File: config.mk
export PLATFORM = sky130hd
export DESIGN_NAME = hazard_sequencer
export DESIGN_NICKNAME = d
export VERILOG_FILES = /design/src/rtl/hazard_sequencer.sv
export SDC_FILE = /design/constraint.sdc
export NUM_CORES = 1
export LEC_CHECK = 0
export ABC_AREA = 1
export BUFFER_PORTS_ARGS = -buffer_cell sky130_fd_sc_hd__buf_2
export CAP_MARGIN = 10
export CORE_MARGIN = 5
export CORE_UTILIZATION = 40
export CTS_CLUSTER_SIZE = 8
export DETAILED_ROUTE_END_ITERATION = 16
export GPL_TIMING_DRIVEN = 0
export PLACE_DENSITY = 0.62
export SYNTH_ARGS = -nofsm -noshare
export SYNTH_HDL_FRONTEND = slang
export SYNTH_SLANG_ARGS = --single-unit
File: constraint.sdc
create_clock -name clk -period 1.67 [get_ports clk]
set_input_delay 0.334 -clock clk [delete_from_list [all_inputs] [get_ports clk]]
set_output_delay 0.334 -clock clk [all_outputs]
set_load 0.02 [all_outputs]
File: src/rtl/hazard_sequencer.sv
// Pipeline hazard sequencer: Moore FSM that freezes or flushes the front end
// for taken branches, load-use hazards and multi-cycle multiplies.
module hazard_sequencer #(
  parameter int unsigned MULT_LAT = 32
) (
  input  logic        clk,
  input  logic        rst,
  input  logic        branch_taken,
  input  logic        mult_req,
  input  logic        load_use,
  input  logic        stall_clr,
  output logic        en_B1,
  output logic        en_M2,
  output logic        en_H3,
  output logic        pc_write,
  output logic        ifid_write,
  output logic        ifid_flush,
  output logic        idex_flush,
  output logic        mult_busy,
  output logic        mult_done,
  output logic [7:0]  mult_cnt,
  output logic [15:0] stall_cnt
);

  typedef enum logic [1:0] {
    IDLE    = 2'd0,
    FLUSH   = 2'd1,
    LDSTALL = 2'd2,
    MULT    = 2'd3
  } state_t;

  localparam logic [7:0]  MULT_LOAD = 8'(MULT_LAT - 1);
  localparam logic [15:0] STALL_MAX = 16'hFFFF;

  state_t      state_q, state_d;
  logic [7:0]  mult_cnt_q, mult_cnt_d;
  logic [15:0] stall_cnt_q, stall_cnt_d;

  // NOTE: reset is synchronous, so it lives inside the clocked branch and
  // overrides every next-state value, including a concurrent stall_clr.
  always_ff @(posedge clk) begin
    if (rst) begin
      state_q     <= IDLE;
      mult_cnt_q  <= '0;
      stall_cnt_q <= '0;
    end else begin
      state_q     <= state_d;
      mult_cnt_q  <= mult_cnt_d;
      stall_cnt_q <= stall_cnt_d;
    end
  end

  // Next state; lower-priority events are dropped, upstream re-presents them.
  // NOTE: every comb output gets a default first so no path infers a latch.
  always_comb begin
    state_d    = state_q;
    mult_cnt_d = mult_cnt_q;
    unique case (state_q)
      IDLE: begin
        if (branch_taken) begin
          state_d = FLUSH;
        end else if (mult_req) begin
          state_d    = MULT;
          mult_cnt_d = MULT_LOAD;
        end else if (load_use) begin
          state_d = LDSTALL;
        end
      end
      FLUSH, LDSTALL: state_d = IDLE;
      MULT: begin
        if (mult_cnt_q == 8'd0) begin
          state_d = IDLE;
        end else begin
          mult_cnt_d = mult_cnt_q - 8'd1;
        end
      end
      default: state_d = IDLE;
    endcase
  end

  // Moore output decode: a function of state (and the state-held counter) only.
  always_comb begin
    en_B1      = 1'b0;
    en_M2      = 1'b0;
    en_H3      = 1'b0;
    pc_write   = 1'b1;
    ifid_write = 1'b1;
    ifid_flush = 1'b0;
    idex_flush = 1'b0;
    mult_busy  = 1'b0;
    mult_done  = 1'b0;
    unique case (state_q)
      IDLE: ;
      FLUSH: begin
        en_B1      = 1'b1;
        ifid_flush = 1'b1;
        idex_flush = 1'b1;
      end
      LDSTALL: begin
        en_H3      = 1'b1;
        pc_write   = 1'b0;
        ifid_write = 1'b0;
        idex_flush = 1'b1;
      end
      MULT: begin
        en_M2      = 1'b1;
        pc_write   = 1'b0;
        ifid_write = 1'b0;
        idex_flush = 1'b1;
        mult_busy  = 1'b1;
        mult_done  = (mult_cnt_q == 8'd0);
      end
      default: ;
    endcase
  end

  // Stall performance counter: clear beats increment, and it never wraps.
  always_comb begin
    stall_cnt_d = stall_cnt_q;
    if (stall_clr) begin
      stall_cnt_d = '0;
    end else if (!pc_write && (stall_cnt_q != STALL_MAX)) begin
      stall_cnt_d = stall_cnt_q + 16'd1;
    end
  end

  assign mult_cnt  = mult_cnt_q;
  assign stall_cnt = stall_cnt_q;

endmodule

==> impl_metrics.toml <==
[setup_path]
critPathKind = "flop to primary output"
path_cells = "inv_2, ha_4, nand3_4, nor3_2, buf_4"
required_ns = 1.34
crit_buf_inv = 2
startpoint_type = "flop"
max_stage_delay_ns = 0.35
crit_family = "flip-flops"
cp.arrival_ns = 1.25
crit_path_end_kind = "primary output"
cp-startpoint = "mult_cnt[1]$_SDFFE_PP0P_"
r2r-start = "stall_cnt[1]$_SDFFE_PP0P_"
crit_slowest_cell = "dfxtp_1"
cp_max_fo = 4

[timing]
setup_slack_ns = 0.0844
tightest_slew_ns = 0.692
rsz0062_at_grt = "no"
timing.setup.tns_ns = 0
drv_slew = 0
max_slew_margin_pct = 53.8
max_freq_mhz = 631
period_needed_ns = 1.59
hold_violations = 0
setup_viol = 0
finalCritPeriodShare_pct = 94.9
fin_skew_ns = 0.00405

[route]
dr.pass1.iters = 4
num_vias = 1562
drc = 0
post_drt_via_cell_ratio = 4.68
avgRoutedWirePerCell_um = 11.3
wirelength_mm = 3.79
drtIter0Drc = 70
final_antenna_net_count = 0

[floorplanning]
die_x_um = 73.1
start_util_pct = 40.4
dieArea_um2 = 5350
die_y_um = 73.1
core_area_um2 = 3940
rows = 23
io_pins = 39

[pwr]
ir_drop_mv = 0.523
power_leakage_nw = 0.832
powerDensity_nw_per_um2 = 702
power_w = 0.00138

[layout]
n_antenna_cell = 0
post-route-util_pct = 49.8
layout.nets = 294
layout-drive-gt1-share_pct = 29.9
n_fill_cell = 412
syn2layout_area_growth_pct = 23.2

[place]
pre_cts_ws_ns = 0.0360
port_buffers = 38
hpwlAfterDp_mm = 2.81
place.gp.congestion = 0.862

[clock_network]
clk_latency_ns = 0.27
cts_root_buf = "clkbuf_8"
clk_pin_slew_ns = 0.09
numCtsBuffers = 3
htreeDepth = 1
cts.hold.buffers_added = 0
cts_tree = "built"
cts_buffer_depth = 2
cts.sinks = 26

[worst_hold_path]
hold_class = "primary input to flop"
min_from = "load_use"

[global_routing]
grt_pass1_vias = 1328
grt_first_pass_wirelength_mm = 6.15
grt_max_degree = 15
grt_antenna_before_repair = 0
overflow = 0
track_usage_pct = 14.4

[synthesis]
syn_area_per_cell_um2 = 6.61
synth_area_um2 = 1590
synth_warnings = 0
synth_nets = 250
yosysTopAreaCell = "dfxtp_1"
synth-seq-area-share_pct = 32.7
ys_ff_latch = 26
synth.distinct_cells = 29
syn_inst = 241
synth.area.top_cells = "dfxtp_1 33%, nand2_1 16%, nor2_1 10%"
synth_top_area_share_pct = 32.7

[outcome]
outcome = "complete, no violations"

[flow_run]
drv_cap = 0
cell usage in the layout, fill, tap and decap left out, types with 3 or more instances in the layout:
| cell type | synthesis | routed |
|---|---|---|
| a21oi_2 | 10 | 10 |
| a21oi_1 | 10 | 10 |
| nor2_4 | 3 | 3 |
| xor2_1 | 3 | 3 |
| nor2_1 | 44 | 43 |
| dfxtp_1 | 26 | 22 |
| nand2_2 | 4 | 5 |
| nand2_1 | 70 | 69 |
| clkbuf_8 | 0 | 4 |
| inv_1 | 19 | 17 |
| nand3_1 | 11 | 10 |
| buf_2 | 1 | 37 |
| o21ai_0 | 8 | 8 |
| nand4_1 | 5 | 5 |
| inv_2 | 2 | 3 |
| xnor2_1 | 5 | 5 |
| buf_4 | 3 | 6 |
cells by family (layout without fill, tap and decap cells):
| group | Yosys count | count (layout) | synth area share [%] |
|---|---|---|---|
| buffers and inverters | 28 | 71 | 7.85 |
| flip-flops | 26 | 26 | 32.7 |
| AND/OR/NAND/NOR | 145 | 145 | 39.6 |
| XOR/XNOR | 8 | 8 | 4.40 |
| AO/OA/AOI/OAI | 31 | 31 | 13.2 |
| adder cells (fa/ha/maj) | 3 | 3 | 2.36 |
layout make-up:
class | count | area (um2) | share of cell area, %
Buffer | 7 | 48.8 | 2.48
Clock buffer | 4 | 55.1 | 2.80
Inverter | 21 | 81.3 | 4.14
Multi-Input combinational cell | 187 | 986 | 50.2
Sequential cell | 26 | 531 | 27.0
Tap cell | 50 | 62.6 | 3.18
Timing Repair Buffer | 39 | 200 | 10.2
metal layers:
layer / vias up / routed length (um) / global-route usage, %
li1: 849 / - / -
met1: 675 / 1880 / 20.4
met2: 36 / 1670 / 22.0
met3: 2 / 213 / 2.07
met4: 0 / 29 / 4.71
met5: - / 0 / 0
through the flow:
stage	instances	area, um2	hold slack (ns)
after floorplan	241	1590	0.481
after global placement	329	1850	0.492
after detailed placement	329	1850	0.504
after CTS	333	1920	0.304
after global routing	334	1960	0.332
final	334	1960	0.308
state kept, by name (all words and copies together), names as in the netlist:
signal and cells:
mult_cnt 8, stall_cnt 16, state_q 2
worst reg2reg max path, delay by kind of cell (launching register included):
family          cells  cell delay, ns
buf+inv             2            0.29
flops               1            0.38
simple gates        5            0.51
compound gates      1            0.05
fa+ha+maj           1            0.19
power by group:
part,switching [W],internal [W]
clock,0.000199,0.000211
sequential,0.0000268,0.000636
combinational,0.000190,0.000117
total,0.000416,0.000963
cells in the mapped netlist (all sizes together):
library cell	instances
xor2	3
buf	5
xnor2	5
or2	1
nand4	5
and2	1
o21bai	1
nand2	75
ha	3
inv	21
a21oi	20
nor2	48
o21ai	10
dfxtp	26
nor3	2
nand3	12
clkbuf	2
nand3b	1
repair_timing:
action	CTS	global route
setup endpoints to repair	2	14
cloned	0	0
buffers inserted	0	1
gates resized for setup	5	15
pin swaps	1	1
final timing paths:
check                               end  slack (ns)  depth (start not counted)
min reg2reg   stall_cnt[1]$_SDFFE_PP0P_        0.51                          2
max reg2reg  stall_cnt[14]$_SDFFE_PP0P_        0.14                          9
max                           mult_done        0.08                          5
min             state_q[1]$_SDFFE_PP0P_        0.31                          3
Note: power is estimated with default switching activity, not from simulation.
